--- src/rtl/spatz_pkg.sv ---
// Shared Spatz types: memory request/response payloads and the access-size encoding.
package spatz_pkg;

  localparam int unsigned ELEN          = 32;
  localparam int unsigned ELENB         = ELEN / 8;
  localparam int unsigned NRVREG        = 32;
  localparam int unsigned MemRspIdWidth = $clog2(NRVREG);

  typedef enum logic [1:0] {
    BYTE   = 2'd0,
    HALF   = 2'd1,
    WORD   = 2'd2,
    DOUBLE = 2'd3
  } mem_size_e;

  // The id carries one extra MSB that the responder drops.
  typedef struct packed {
    logic [MemRspIdWidth:0] id;
    logic [31:0]            addr;
    logic [1:0]             mode;
    mem_size_e              size;
    logic                   we;
    logic [ELENB-1:0]       strb;
    logic [ELEN-1:0]        wdata;
    logic                   last;
    logic                   spec;
  } spatz_mem_req_t;

  typedef struct packed {
    logic [MemRspIdWidth-1:0] id;
    logic [ELEN-1:0]          rdata;
    logic                     err;
  } spatz_mem_resp_t;

endpackage

--- src/rtl/fifo_v3.sv ---
// Generic FIFO with optional fall-through; synchronous active-low reset clears pointers and storage.
module fifo_v3 #(
  parameter bit           FALL_THROUGH = 1'b0,
  parameter int unsigned  DATA_WIDTH   = 32,
  parameter int unsigned  DEPTH        = 8,
  parameter type          dtype        = logic [DATA_WIDTH-1:0],
  localparam int unsigned ADDR_DEPTH   = (DEPTH > 1) ? $clog2(DEPTH) : 1
) (
  input  logic                  clk_i,
  input  logic                  rst_ni,
  input  logic                  flush_i,
  input  logic                  testmode_i,
  output logic                  full_o,
  output logic                  empty_o,
  output logic [ADDR_DEPTH-1:0] usage_o,
  input  dtype                  data_i,
  input  logic                  push_i,
  output dtype                  data_o,
  input  logic                  pop_i
);

  localparam logic [ADDR_DEPTH-1:0] LastIdx = ADDR_DEPTH'(DEPTH - 1);
  localparam logic [ADDR_DEPTH-1:0] PtrOne  = ADDR_DEPTH'(1);
  localparam logic [ADDR_DEPTH:0]   FullCnt = (ADDR_DEPTH + 1)'(DEPTH);
  localparam logic [ADDR_DEPTH:0]   CntOne  = (ADDR_DEPTH + 1)'(1);

  logic [ADDR_DEPTH-1:0] rd_ptr_q, wr_ptr_q;
  logic [ADDR_DEPTH:0]   cnt_q;
  dtype                  mem_q [DEPTH];
  logic                  bypass, do_push, do_pop;
  logic                  unused_testmode;

  assign unused_testmode = testmode_i;
  assign full_o  = (cnt_q == FullCnt);
  assign usage_o = cnt_q[ADDR_DEPTH-1:0];
  assign empty_o = (cnt_q == '0) && !(FALL_THROUGH && push_i);
  assign data_o  = (FALL_THROUGH && (cnt_q == '0)) ? data_i : mem_q[rd_ptr_q];

  // In fall-through mode a push and pop on an empty FIFO pass straight through.
  assign bypass  = FALL_THROUGH && (cnt_q == '0) && push_i && pop_i;
  assign do_push = push_i && !full_o && !bypass;
  assign do_pop  = pop_i && !empty_o && !bypass;

  always_ff @(posedge clk_i) begin
    if (!rst_ni || flush_i) begin
      rd_ptr_q <= '0;
      wr_ptr_q <= '0;
      cnt_q    <= '0;
      for (int i = 0; i < int'(DEPTH); i++) mem_q[i] <= '0;
    end else begin
      if (do_push) begin
        mem_q[wr_ptr_q] <= data_i;
        wr_ptr_q        <= (wr_ptr_q == LastIdx) ? '0 : wr_ptr_q + PtrOne;
      end
      if (do_pop) rd_ptr_q <= (rd_ptr_q == LastIdx) ? '0 : rd_ptr_q + PtrOne;
      case ({do_push, do_pop})
        2'b10:   cnt_q <= cnt_q + CntOne;
        2'b01:   cnt_q <= cnt_q - CntOne;
        default: cnt_q <= cnt_q;
      endcase
    end
  end

endmodule

--- src/rtl/spatz_mem_responder.sv ---
// Memory-port responder: serves Spatz requests from a 1-cycle-latency SRAM and returns
// one response per request, in order, through a credit-managed response FIFO.
module spatz_mem_responder
  import spatz_pkg::*;
#(
  parameter logic [31:0]  BaseAddr = 32'h0000_0000,
  parameter int unsigned  MemBytes = 4096,
  parameter int unsigned  RspDepth = 4,
  localparam int unsigned SramAw   = $clog2(MemBytes / ELENB)
) (
  input  logic              clk_i,
  input  logic              rst_ni,
  input  spatz_mem_req_t    req_i,
  input  logic              req_valid_i,
  output logic              req_ready_o,
  output spatz_mem_resp_t   rsp_o,
  output logic              rsp_valid_o,
  input  logic              rsp_ready_i,
  output logic              sram_req_o,
  output logic              sram_we_o,
  output logic [SramAw-1:0] sram_addr_o,
  output logic [ELEN-1:0]   sram_wdata_o,
  output logic [ELENB-1:0]  sram_be_o,
  input  logic [ELEN-1:0]   sram_rdata_i
);

  localparam int unsigned OffW    = $clog2(ELENB);
  localparam int unsigned CntW    = $clog2(RspDepth + 1);
  localparam int unsigned FifoAw  = (RspDepth > 1) ? $clog2(RspDepth) : 1;
  localparam logic [CntW-1:0] CreditMax = CntW'(RspDepth);
  localparam logic [CntW-1:0] CreditOne = CntW'(1);

  typedef struct packed {
    logic                     valid;
    logic [MemRspIdWidth-1:0] id;
    logic                     err;
    logic                     we;
  } inflight_t;

  logic [CntW-1:0]   credits_q;
  inflight_t         inflight_q;
  spatz_mem_resp_t   fifo_in;
  logic [31:0]       offset;
  logic              accept, pop, in_range, misaligned, req_err;
  logic              fifo_full, fifo_empty;
  logic [FifoAw-1:0] fifo_usage_unused;
  logic              unused_req_bits;

  assign unused_req_bits = ^{req_i.mode, req_i.last, req_i.spec, req_i.id[MemRspIdWidth], offset};

  // Handshakes: a request transfers on a cycle with req_valid_i && req_ready_o, a response
  // on a cycle with rsp_valid_o && rsp_ready_i. req_ready_o depends only on registered credits.
  assign req_ready_o = (credits_q != '0);
  assign accept      = rst_ni && req_valid_i && req_ready_o;
  assign rsp_valid_o = !fifo_empty;
  assign pop         = rsp_valid_o && rsp_ready_i;

  assign offset   = req_i.addr - BaseAddr;
  assign in_range = (req_i.addr >= BaseAddr) && (offset < MemBytes);

  always_comb begin
    misaligned = 1'b0;
    case (req_i.size)
      BYTE:    misaligned = 1'b0;
      HALF:    misaligned = req_i.addr[0];
      WORD:    misaligned = |req_i.addr[1:0];
      DOUBLE:  misaligned = (ELEN == 32) ? 1'b1 : |req_i.addr[2:0];
      default: misaligned = 1'b1;
    endcase
  end

  assign req_err = !in_range || misaligned;

  assign sram_req_o   = accept && !req_err;
  assign sram_we_o    = sram_req_o && req_i.we;
  assign sram_addr_o  = sram_req_o ? offset[OffW +: SramAw] : '0;
  assign sram_wdata_o = sram_req_o ? req_i.wdata : '0;
  assign sram_be_o    = sram_req_o ? req_i.strb : '0;

  always_ff @(posedge clk_i) begin
    if (!rst_ni) begin
      inflight_q <= '0;
    end else begin
      inflight_q <= '{valid: accept, id: req_i.id[MemRspIdWidth-1:0], err: req_err, we: req_i.we};
    end
  end

  // Read data is only meaningful for a successful read; everything else answers with zero.
  always_comb begin
    fifo_in       = '0;
    fifo_in.id    = inflight_q.id;
    fifo_in.err   = inflight_q.err;
    fifo_in.rdata = (inflight_q.valid && !inflight_q.err && !inflight_q.we) ? sram_rdata_i : '0;
  end

  always_ff @(posedge clk_i) begin
    if (!rst_ni) begin
      credits_q <= CreditMax;
    end else begin
      case ({accept, pop})
        2'b10:   credits_q <= credits_q - CreditOne;
        2'b01:   credits_q <= credits_q + CreditOne;
        default: credits_q <= credits_q;
      endcase
    end
  end

  fifo_v3 #(
    .FALL_THROUGH (1'b0),
    .DEPTH        (RspDepth),
    .dtype        (spatz_mem_resp_t)
  ) i_rsp_fifo (
    .clk_i      (clk_i),
    .rst_ni     (rst_ni),
    .flush_i    (1'b0),
    .testmode_i (1'b0),
    .full_o     (fifo_full),
    .empty_o    (fifo_empty),
    .usage_o    (fifo_usage_unused),
    .data_i     (fifo_in),
    .push_i     (inflight_q.valid),
    .data_o     (rsp_o),
    .pop_i      (pop)
  );

  a_no_push_full: assert property (@(posedge clk_i) disable iff (!rst_ni)
    inflight_q.valid |-> !fifo_full);
  a_strobe_no_err: assert property (@(posedge clk_i) disable iff (!rst_ni)
    sram_req_o |-> !req_err);
  a_strobe_on_accept: assert property (@(posedge clk_i) disable iff (!rst_ni)
    sram_req_o |-> accept);
  a_credit_underflow: assert property (@(posedge clk_i) disable iff (!rst_ni)
    (accept && !pop) |-> (credits_q != '0));
  a_credit_overflow: assert property (@(posedge clk_i) disable iff (!rst_ni)
    (pop && !accept) |-> (credits_q != CreditMax));

endmodule

--- config.mk ---
export PLATFORM = sky130hd
export DESIGN_NAME = spatz_mem_responder
export DESIGN_NICKNAME = d
export VERILOG_FILES = /design/src/rtl/spatz_pkg.sv /design/src/rtl/fifo_v3.sv /design/src/rtl/spatz_mem_responder.sv
export SDC_FILE = /design/constraint.sdc
export NUM_CORES = 1
export LEC_CHECK = 0
export BUFFER_PORTS_ARGS = -buffer_cell sky130_fd_sc_hd__buf_2
export CAP_MARGIN = 0
export CORE_MARGIN = 8
export CORE_UTILIZATION = 58
export CTS_CLUSTER_DIAMETER = 50
export DETAILED_ROUTE_END_ITERATION = 7
export PLACE_DENSITY = 0.86
export SETUP_SLACK_MARGIN = 0.2
export SLEW_MARGIN = 10
export SYNTH_ARGS = -nofsm -noshare
export SYNTH_HDL_FRONTEND = slang
export SYNTH_HIERARCHICAL = 1
export SYNTH_SLANG_ARGS = --single-unit
export TNS_END_PERCENT = 10
--- constraint.sdc ---
create_clock -name clk_i -period 12.73 [get_ports clk_i]
set_input_delay 1.273 -clock clk_i [delete_from_list [all_inputs] [get_ports clk_i]]
set_output_delay 1.273 -clock clk_i [all_outputs]
set_load 0.03 [all_outputs]
==> metrics.txt <==
status=finished clean; PD cells=approximately 120 nW/µm²; Synth Cell Area=approximately 8500 µm²; Die Ht=~140 µm; critical path required time=between 10 and 15 ns; reg-to-reg critical path endpoint=i_rsp_fifo/mem_q[2][23]; Worst Setup Start Kind=primary input; worst slew pin tran=approximately 1.0 ns; final worst path period need=4.59 ns; placed cells=roughly 1,000; layout cells sized above 1=a little over a third; clock latency on the worst-skew pair=0.42 ns; Post-CTS Setup Inserts=0; Final Core Density=70.3%; Reg2Reg Setup Slack=between 9 and 10 ns; vias in the first global route=~6,100; drt via density=around 6; DRT Pass-1 Iters=5; met3 routed WL=about 1900 µm; Overall Global Routing Usage=22.8%; critical path's slowest cell=nand3_2; worst min-delay path startpoint=i_rsp_fifo/rd_ptr_q[1]; Worst Setup EP=sram_wdata_o[31]; Worst Setup SP=req_i[62]; Core Rows=44; die width=roughly 140 µm; Area Overhead vs Synth=19.3%; met2 WL=between 10,000 and 15,000 µm; met1 wire length=around 8000 µm; Final Non-Filler Cells=1,034; crit path max fanout=49; gr ovfl total=0; Largest stage delay, worst path=between 0.8 and 0.9 ns; RSZ-0062 raised after global routing=false; area of the core=around 14,000 µm²; Critical Path, Cell by Cell=buf_2 -> nor4_1 -> nand3_2 -> nor3_1 -> buf_2; antenna-violating nets left=0; CTS tree=done; Num CTS Buffers=17; final worst slack=8.14 ns; IO buf count=slightly below 200; pre-CTS WS=about 8.1 ns; r2r worst-path depth=4; HPWL after DPL=about 13,000 µm; Routed WL per cell=slightly above 20 µm; max-slew violations=0; Max VDD drop=0.0000998 V; Slew Limit Headroom=between 30% and 40%; Ports=a little over 200; final wirelength=21,000 µm; MaxCap Viol Count=0; number of DRC markers in iteration 0=501; Tcrit/Tclk final=between 30% and 40%; Hold WC Path Type=reg -> reg; clk sink count=around 170; antenna violations before repair=0; H-tree Lvls=4; clock slew at reported path FFs=roughly 0.060 ns; Layout Skew=0.00625 ns; critical path's most frequent cell=buf_2; hold_buf cts=0; crit end category=output port; R2R Path Start=i_rsp_fifo/wr_ptr_q[1]; initial core utilization=58.9%; syn_area_per_cell=12.6 µm²; Cells after Synth=a little under 700; total power=approximately 0.0012 W; WS Path Type=in -> out; pin count of the biggest net entering global routing=between 80 and 90; Ys Warns=6; LEAKAGE=between 4 and 5 nW; top sig layer=met4; f_max=about 220 MHz; root buf cell=clkbuf_16; final-report hold violation count=0; DRC viols=0; Final GP Congestion=approximately 0.8; global-route wire length before repair=about 33,000 µm; n_diodes=0; Die Area=about 19,000 µm²; WP data arrival=3.32 ns; setup_tns=0 ns; Setup violations, final=0; Clock Path Buffers=2; nets@finish=960; DR vias=6,098; CTS resizes=0
## final cells by class
cell class                 count  area [µm²]
clock buffer                  25         527
clock inverter                 7        55.1
fill                         984        4280
inverter                       9        33.8
multi-input combinational    426        3240
sequential                   172        4970
tap                          184         230
timing repair buffer         211        1090
## per-stage QoR
step | cell area [µm²] | hold slack, ns
5_1_grt | 10100 | 0.560
6_report | 10100 | 0.511
3_3_place_gp | 9560 | 0.472
2_1_floorplan | 8510 | 0.463
3_5_place_dp | 9560 | 0.510
4_1_cts | 10100 | 0.519
## flip-flops by register name (all words and copies together), names as in the netlist, named ones only
register / flops
credits_q: 3
i_rsp_fifo/cnt_q: 3
i_rsp_fifo/rd_ptr_q: 2
fifo_in: 6
inflight_q: 2
i_rsp_fifo/mem_q: 152
i_rsp_fifo/wr_ptr_q: 2
## critical path: cells and delay by family
kind                   cells  cell delay [ns]
AND/OR/NAND/NOR            3             1.68
buffers and inverters      2             0.35
## how the worst min path moves through the flow
| stage | slack [ns] | endpoint | cells past startpoint |
|---|---|---|---|
| 2_1_floorplan | 0.46 | flop | 2 |
| 3_3_place_gp | 0.47 | flop | 2 |
| 3_5_place_dp | 0.51 | flop | 2 |
| 4_1_cts | 0.52 | flop | 2 |
| 5_1_grt | 0.56 | flop | 2 |
| 6_report | 0.51 | flop | 2 |
## report_power, final
part	internal (W)	switching, W	total (W)
clock network	0.000288	0.000204	0.000492
registers	0.000637	0.0000130	0.000650
logic	0.0000374	0.0000603	0.0000977
total	0.000963	0.000277	0.00124
## metal layers
layer  GRT usage (%)  vias up
li1                -     2816
met1            27.3     2925
met2            38.4      332
met3            7.05       25
met4            7.42        0
met5               0        -
## cell usage in the layout (no fill, tap or decap), types with 2 or more instances in the layout
master	instances
a21oi_1	4
and2_1	76
and3_1	37
buf_2	199
buf_4	12
clkbuf_1	2
clkbuf_16	18
clkbuf_8	5
clkinv_4	2
clkinvlp_4	5
conb_1	2
dfxtp_1	16
dfxtp_2	3
edfxtp_1	152
fa_1	2
ha_1	4
inv_1	9
mux2i_1	3
mux4_2	38
nand2_1	90
nand2b_1	3
nand3_1	2
nor2_1	4
nor2b_1	3
nor3_1	79
nor3_2	10
nor3b_4	2
nor4_1	6
nor4b_1	37
o21ai_0	3
o21ai_4	3
or3_1	5
xor2_1	3
Note: power is estimated with default switching activity, not from simulation.
